===== src/rtl/pipe_hazard_ctrl.sv =====
// Pipeline hazard control: stall/bubble/set_cc generation, data-memory wait timeout, sticky halt.
// Optional feature macro: PERF_CNT_EN enables saturating stall/bubble performance counters.
module pipe_hazard_ctrl #(
    parameter int              ICODE_W = 4,
    parameter int              REG_W   = 4,
    parameter int              STAT_W  = 4,
    parameter logic [REG_W-1:0] RNONE  = 4'hF,
    parameter int              TMO_CYC = 16,
    parameter int              CNT_W   = 32
) (
    input  logic               clk,
    input  logic               rst,
    input  logic [ICODE_W-1:0] D_icode,
    input  logic [ICODE_W-1:0] E_icode,
    input  logic [ICODE_W-1:0] M_icode,
    input  logic [REG_W-1:0]   d_srcA,
    input  logic [REG_W-1:0]   d_srcB,
    input  logic [REG_W-1:0]   E_dstM,
    input  logic               e_cnd,
    input  logic [STAT_W-1:0]  m_stat,
    input  logic [STAT_W-1:0]  W_stat,
    input  logic               mem_rdy,
    output logic               F_stall,
    output logic               D_stall,
    output logic               E_stall,
    output logic               M_stall,
    output logic               W_stall,
    output logic               D_bubble,
    output logic               E_bubble,
    output logic               M_bubble,
    output logic               W_bubble,
    output logic               set_cc,
    output logic               halted,
    output logic               mem_timeout,
    output logic [CNT_W-1:0]   stall_cnt,
    output logic [CNT_W-1:0]   bubble_cnt
);

    localparam int WC_W = $clog2(TMO_CYC + 1);

    localparam logic [ICODE_W-1:0] I_RMMOVQ = ICODE_W'(4);
    localparam logic [ICODE_W-1:0] I_MRMOVQ = ICODE_W'(5);
    localparam logic [ICODE_W-1:0] I_OPQ    = ICODE_W'(6);
    localparam logic [ICODE_W-1:0] I_JXX    = ICODE_W'(7);
    localparam logic [ICODE_W-1:0] I_CALL   = ICODE_W'(8);
    localparam logic [ICODE_W-1:0] I_RET    = ICODE_W'(9);
    localparam logic [ICODE_W-1:0] I_PUSHQ  = ICODE_W'(10);
    localparam logic [ICODE_W-1:0] I_POPQ   = ICODE_W'(11);

    typedef enum logic {RUN, HALTED} state_t;

    state_t          state, state_n;
    logic [WC_W-1:0] wait_cnt;
    logic            lu, rt, mp, mw, mem_op_m, m_exc, w_exc, tmo_hit;

    function automatic logic is_exc(input logic [STAT_W-1:0] s);
        return (s == STAT_W'(2)) || (s == STAT_W'(3)) || (s == STAT_W'(4));
    endfunction

    always_comb begin
        m_exc    = is_exc(m_stat);
        w_exc    = is_exc(W_stat);
        mem_op_m = (M_icode == I_RMMOVQ) || (M_icode == I_MRMOVQ) || (M_icode == I_CALL) ||
                   (M_icode == I_RET)    || (M_icode == I_PUSHQ)  || (M_icode == I_POPQ);
        lu       = ((E_icode == I_MRMOVQ) || (E_icode == I_POPQ)) && (E_dstM != RNONE) &&
                   ((E_dstM == d_srcA) || (E_dstM == d_srcB));
        rt       = (D_icode == I_RET) || (E_icode == I_RET) || (M_icode == I_RET);
        mp       = (E_icode == I_JXX) && !e_cnd;
        mw       = mem_op_m && !mem_rdy && (state == RUN);
        // Counter holds completed wait cycles; the edge that would make it TMO_CYC is the timeout.
        tmo_hit  = mw && (wait_cnt == WC_W'(TMO_CYC - 1));
    end

    always_comb begin
        state_n = state;
        if (state == RUN && (w_exc || tmo_hit))
            state_n = HALTED;
    end

    always_ff @(posedge clk or posedge rst) begin
        if (rst) state <= RUN;
        else     state <= state_n;
    end

    always_ff @(posedge clk or posedge rst) begin
        if (rst) begin
            wait_cnt    <= '0;
            halted      <= 1'b0;
            mem_timeout <= 1'b0;
        end else begin
            wait_cnt    <= mw ? wait_cnt + WC_W'(1) : '0;
            halted      <= halted | (state_n == HALTED);
            mem_timeout <= mem_timeout | tmo_hit;
        end
    end

    always_comb begin
        F_stall  = 1'b0;
        D_stall  = 1'b0;
        E_stall  = 1'b0;
        M_stall  = 1'b0;
        W_stall  = 1'b0;
        D_bubble = 1'b0;
        E_bubble = 1'b0;
        M_bubble = 1'b0;
        W_bubble = 1'b0;
        set_cc   = 1'b0;
        if (rst) begin
            D_bubble = 1'b1;
            E_bubble = 1'b1;
            M_bubble = 1'b1;
            W_bubble = 1'b1;
        end else if (state == HALTED) begin
            F_stall  = 1'b1;
            D_stall  = 1'b1;
            E_stall  = 1'b1;
            W_stall  = 1'b1;
            M_bubble = 1'b1;
        end else if (mw) begin
            F_stall  = 1'b1;
            D_stall  = 1'b1;
            E_stall  = 1'b1;
            M_stall  = 1'b1;
            W_bubble = 1'b1;
        end else begin
            F_stall  = lu | rt;
            D_stall  = lu;
            D_bubble = mp | (rt & !lu);
            E_bubble = mp | lu;
            M_bubble = m_exc | w_exc;
            W_stall  = w_exc;
            set_cc   = (E_icode == I_OPQ) && !m_exc && !w_exc;
        end
    end

`ifdef PERF_CNT_EN
    logic [CNT_W-1:0] stall_q, bubble_q;

    always_ff @(posedge clk or posedge rst) begin
        if (rst) begin
            stall_q  <= '0;
            bubble_q <= '0;
        end else if (state == RUN) begin
            if (F_stall && stall_q != '1)   stall_q  <= stall_q + CNT_W'(1);
            if (E_bubble && bubble_q != '1) bubble_q <= bubble_q + CNT_W'(1);
        end
    end

    assign stall_cnt  = stall_q;
    assign bubble_cnt = bubble_q;
`else
    assign stall_cnt  = '0;
    assign bubble_cnt = '0;
`endif

endmodule


===== config.mk =====
export PLATFORM = sky130hd
export DESIGN_NAME = pipe_hazard_ctrl
export DESIGN_NICKNAME = d
export VERILOG_FILES = /design/src/rtl/pipe_hazard_ctrl.sv
export SDC_FILE = /design/constraint.sdc
export NUM_CORES = 1
export LEC_CHECK = 0
export BUFFER_PORTS_ARGS = -buffer_cell sky130_fd_sc_hd__buf_2
export CORE_AREA = 2 2 60 62
export CTS_CLUSTER_DIAMETER = 60
export DETAILED_ROUTE_END_ITERATION = 16
export DIE_AREA = 0 0 62 64
export GPL_TIMING_DRIVEN = 0
export MAX_ROUTING_LAYER = met4
export PLACE_DENSITY = 0.84
export RECOVER_POWER = 50
export SYNTH_ARGS = -nofsm -noshare
export SYNTH_HDL_FRONTEND = slang
export SYNTH_SLANG_ARGS = --single-unit

===== constraint.sdc =====
create_clock -name clk -period 2.64 [get_ports clk]
set_clock_uncertainty 0.15 [all_clocks]
set_input_delay 0.792 -clock clk [delete_from_list [all_inputs] [get_ports clk]]
set_output_delay 0.792 -clock clk [all_outputs]
set_load 0.03 [all_outputs]

==> results.ini, run 1 <==
[worst_setup_path]
r2r_cells=5
cp_max_fo=3
reg2reg_setup_slack_ns=1.21
cp_data_arrival_time_ns=1.97
r2r-start=wait_cnt[0]
path_class=in2out
required_ns=1.70
start_kind=input port
worstSetupEndpointType=output pin
r2r-end=halted

[synthesis]
ys_types=35
synth-seq-cells=8
avgSynthCellArea_um2=8.26
yosys_warnings=0
synthesis.instances=142
synth.cell_area_um2=1170
seq_area_frac_synth_pct=17.1

[timing]
hold_ws_ns=0.308
max_freq_mhz=344
hold_viol=0
period_share_pct=110
rsz0062_at_grt=true
setup_viol=10
drv_slew=0
layout_setup_ws_ns=-0.270
fin_crit_ns=2.91

[layout]
layout_common_cells=buf_4 (70), conb_1 (64), buf_2 (28)
final_util_pct=61.6
drive_gt1_share_pct=57.6
antennaDiodeCount=0
fin_cells=303
fillers=290
area_growth_pct=72.4
layout_commonest_cell=buf_4
finish.net_count=297

[global_route]
grt.overflow.total=0
grt_max_degree=12
track_usage_pct=13.9
antenna_found_initial=0
first_global_vias=1007
grt_pass1_wl_um=4060

[clocking]
holdBufCountCts=0
cts_buffers=3
clk_latency_ns=0.26
max-clock-path-buffers=2
cts_tree=done
clock_sinks=8
clk_pin_slew_worst_paths_ns=0.06
cts_root_buf=clkbuf_4
cts_max_level=1

[floorplan]
core_area_um2=3280
die-area_um2=3970
start_util_pct=35.7
die_h_um=64
die_w_um=62
ios=112
rows=21

[pwr]
vdd_drop_max_uv=120
p_per_area_nw_per_um2=274
power.total_uw=554
p_leak_uw=0.00113

[detailed_routing]
drt_iter0_drc=16
drtPass1Iterations=4
drc=0
vias_per_cell=3.65
ant_nets=0
vias=1107
wirelength_um=2890
wire_per_inst_um=9.54

[placed_design]
globalplace.congestion=0.757
dp.cells=297
portBuffers=46
place_worst_setup_slack_ns=-0.465
hpwlAfterDp_um=2280

[worst_hold_path]
hp-class=reg2reg
hold_depth=1
min-delay-start=wait_cnt[0]
hold_end=wait_cnt[0]

[outcome]
violations=negative setup slack
outcome=finished with violations

[flow_run]
maxCapViolations=0

area by class of cell:
cell class              instances  area, um^2  share of cell area [%]
plain buffers                  65         485                    24.0
repair buffers                 49         347                    17.1
clock buffers                   3        22.5                    1.11
inverters                       4        18.8                   0.928
flip-flops and latches          8         200                    9.89
well taps                      46        57.6                    2.84
multi-input cells             128         892                    44.1
synth_stat cells, drive strengths merged:
library cell  instances  share of area (%)
a211oi                1                1.1
a21oi                 7                3.6
a311oi                1                2.2
a31oi                 2                1.1
and2                  1               0.53
and3                  1               0.53
and3b                 2                1.5
and4bb                2                2.1
buf                  64                 41
clkbuf                1               0.32
conb                  1               0.32
dfrtp                 8                 17
ha                    2                2.1
inv                   4                1.3
nand2                 5                1.8
nand2b                4                2.1
nand3                 1               0.43
nand3b                1               0.64
nand4                 1               0.53
nor2                  8                2.6
nor2b                 1               0.53
nor3                  2               0.85
nor3b                 1               0.64
nor4                  3                1.6
nor4bb                2                1.7
o211a                 1               0.85
o21a                  1               0.64
o21ai                 1               0.43
or3b                  3                2.5
xnor2                 1               0.75
xor2                  9                6.7
what timing repair did:
action / 4_1_cts / 5_1_grt
buffers inserted: 1 / 2
resized for setup: 36 / 14
pin swaps: 13 / 12
setup endpoints to repair: 10 / 10
critical path, cell delays in order:
cell,delay (ns)
buf_6,0.09
or3b_4,0.44
a21oi_4,0.23
and4bb_2,0.28
buf_6,0.14
worst max path at each step:
stage / start / end / slack (ns)
global route: M_icode[3] / F_stall / -0.30
finish: M_icode[3] / set_cc / -0.27
detailed placement: rst / D_bubble / -0.47
global placement: rst / D_bubble / -0.43
floorplan: M_icode[1] / D_bubble / -0.21
CTS: M_icode[3] / D_bubble / -0.29
cells by family (layout without fill, tap and decap cells):
| family | after synthesis | count (layout) | synth area share (%) |
|---|---|---|---|
| buffers and inverters | 69 | 121 | 42.5 |
| DFF | 8 | 8 | 17.1 |
| xor gates and xnor gates | 10 | 10 | 7.46 |
| AOI/OAI and AO/OA | 14 | 14 | 9.91 |
| other | 1 | 64 | 0.320 |
| and+or+nand+nor | 38 | 38 | 20.6 |
| adders and majority gates | 2 | 2 | 2.13 |
stage by stage:
stage | setup TNS [ns] | instance area (um^2)
2_1_floorplan | -1.08 | 1480
3_3_place_gp | -3.21 | 1770
3_5_place_dp | -3.38 | 1770
4_1_cts | -2.27 | 1950
5_1_grt | -2.57 | 2020
6_report | -2.18 | 2020
flip-flops by register name, summed over array words and instances, names as in the netlist:
register / count
state: 1
wait_cnt: 5
mem_timeout: 1
halted: 1
layer usage:
| metal | part of all wire, % | vias up | track usage [%] | routed length [um] |
|---|---|---|---|---|
| li1 | - | 566 | - | - |
| met1 | 34 | 463 | 13.9 | 984 |
| met2 | 53 | 70 | 25.4 | 1520 |
| met3 | 10 | 8 | 1.62 | 299 |
| met4 | 3.1 | 0 | 6.38 | 89 |
| met5 | 0 | - | - | 0 |
report_power, final:
group | switching (uW) | leakage, uW | internal [uW] | total [uW]
clock network | 45.4 | 0.0000138 | 52.3 | 97.7
registers | 0.0136 | 0.000101 | 123 | 123
logic | 205 | 0.00101 | 129 | 334
total | 250 | 0.00113 | 304 | 554
Power figures use the tool's default switching activity.
==> inputs of run 2 (changes only) <==
CORE_AREA = 2 2 72 74   (was 2 2 60 62)
CTS_BUF_LIST = sky130_fd_sc_hd__clkbuf_8   (was default)
DIE_AREA = 0 0 74 76   (was 0 0 62 64)
PLACE_DENSITY = 0.63   (was 0.84)
RECOVER_POWER = 25   (was 50)
==> run 2 against run 1 <==
  * The flow still finishes with violations (negative setup slack)
  * Sequential power hardly changed
  * Hold slack worse by 0.0039 ns
  * First-iteration DRC count is 31% higher
  * Maximum frequency fell by 0.54%
  * Via count shrank 0.27%
  * Sequential share of layout area fell by 0.47 points
  * Non-clock buffer count up 2
  * Critical path depth up 1
  * Largest cell class unchanged
  * Largest power group unchanged
==> results.ini, run 2 (synthesized netlist as in run 1, its figures left out) <==
[outcome]
outcome=finished with violations
violations=negative setup slack

[worst_setup_path]
r2r-start=state
crit_top_cell=buf_6
path_class=in2out
reg2reg_setup_slack_ns=1.18
cp_max_fo=3
worstSetupEndpointType=output pin
crit_slowest_cell=or3b_4
r2r-end=halted
required_ns=1.70
start_kind=input port
crit_chain=buf_6 -> or3b_4 -> a311oi_4 -> a21oi_2 -> o21a_4 -> buf_6
crit_path_max_incr_delay_ns=0.44
r2r_cells=5
cp_data_arrival_time_ns=1.98

[detailed_routing]
drtPass1Iterations=4
drc=0
wirelength_um=2880
ant_nets=0
drt_iter0_drc=21
vias=1104
wire_per_inst_um=8.74
vias_per_cell=3.36

[floorplan]
core_area_um2=4910
start_util_pct=23.9
die-area_um2=5620
die_h_um=76
ios=112
rows=26
die_w_um=74

[layout]
antennaDiodeCount=0
largest_register_ffs=5
area_growth_pct=80.9
layout_common_cells=buf_4 (70), conb_1 (64), buf_2 (27)
finish.net_count=299
layout_commonest_cell=buf_4
regMostFlops=wait_cnt
drive_gt1_share_pct=58.3
final_util_pct=43.2
fin_cells=329

[global_route]
antenna_found_initial=0
track_usage_pct=9.36
grt_max_degree=12
grt_pass1_wl_um=4210
grt.overflow.total=0
first_global_vias=965

[pwr]
p_per_area_nw_per_um2=285
vdd_drop_max_uv=115
p_leak_uw=0.00116
power.total_uw=606

[timing]
rsz0062_at_grt=true
fin_crit_ns=2.93
setup_viol=10
hold_ws_ns=0.304
max_freq_mhz=342
layout_setup_ws_ns=-0.286
fin_setup_tns_ns=-2.10
hold_viol=0
period_share_pct=111
drv_slew=0

[clocking]
cts_buffers=3
clk_latency_ns=0.22
cts_root_buf=clkbuf_8
max-clock-path-buffers=2
cts_tree=done
clock_sinks=8
clk_pin_slew_worst_paths_ns=0.04
cts_max_level=1

[worst_hold_path]
hp-class=reg2reg
hold_end=mem_timeout
hold_depth=1
min-delay-start=mem_timeout

[placed_design]
dp.cells=321
globalplace.congestion=0.694
portBuffers=46
hpwlAfterDp_um=2380

[flow_run]
maxCapViolations=0

run 2: how the worst max path moves through the flow:
stage / from / cells past startpoint / slack, ns / to
finish: M_icode[1] / 6 / -0.29 / D_bubble
global route: rst / 5 / -0.32 / D_bubble
CTS: W_stat[1] / 6 / -0.28 / set_cc
detailed placement: rst / 4 / -0.49 / set_cc
global placement: rst / 4 / -0.49 / set_cc
floorplan: M_icode[1] / 4 / -0.21 / D_bubble
run 2: worst max-delay path: cells and delay by family:
| kind | cells | cell delay [ns] |
|---|---|---|
| AO/OA/AOI/OAI | 3 | 0.52 |
| buffers and inverters | 2 | 0.22 |
| AND/OR/NAND/NOR | 1 | 0.44 |
run 2: report_power, final:
| part | switching, uW | internal (uW) | leakage, uW |
|---|---|---|---|
| sequential | 0.0149 | 123 | 0.000101 |
| clock | 47.1 | 98.7 | 0.0000216 |
| combinational | 205 | 132 | 0.00104 |
| total | 252 | 354 | 0.00116 |
run 2: per-layer routing:
metal	part of all wire [%]	global-route usage (%)	wire length, um	up-vias
met4	0.35	2.18	10	0
met2	51	16.3	1460	63
met1	40	11.2	1140	465
li1	-	-	-	574
met3	9.2	1.46	264	2
met5	0	-	0	-
run 2: repair_timing:
item / CTS / global route
setup buffers: 4 / 1
resized for setup: 43 / 11
pin swaps: 16 / 9
setup endpoints to repair: 10 / 10
hold buffers: 0 / 0
cloned: 0 / 0
run 2: area by class of cell:
type	count	area, um^2
fillers	475	2790
multi-input cells	128	911
plain buffers	65	485
repair buffers	51	383
flip-flops and latches	8	200
well taps	70	87.6
clock buffers	3	41.3
inverters	4	15.0
run 2: per-stage QoR:
stage                     area (um^2)  worst slack [ns]
final                            2120            -0.286
after global routing             2120            -0.318
after CTS                        2060            -0.283
after detailed placement         1800            -0.486
after global placement           1800            -0.492
after floorplan                  1480            -0.209
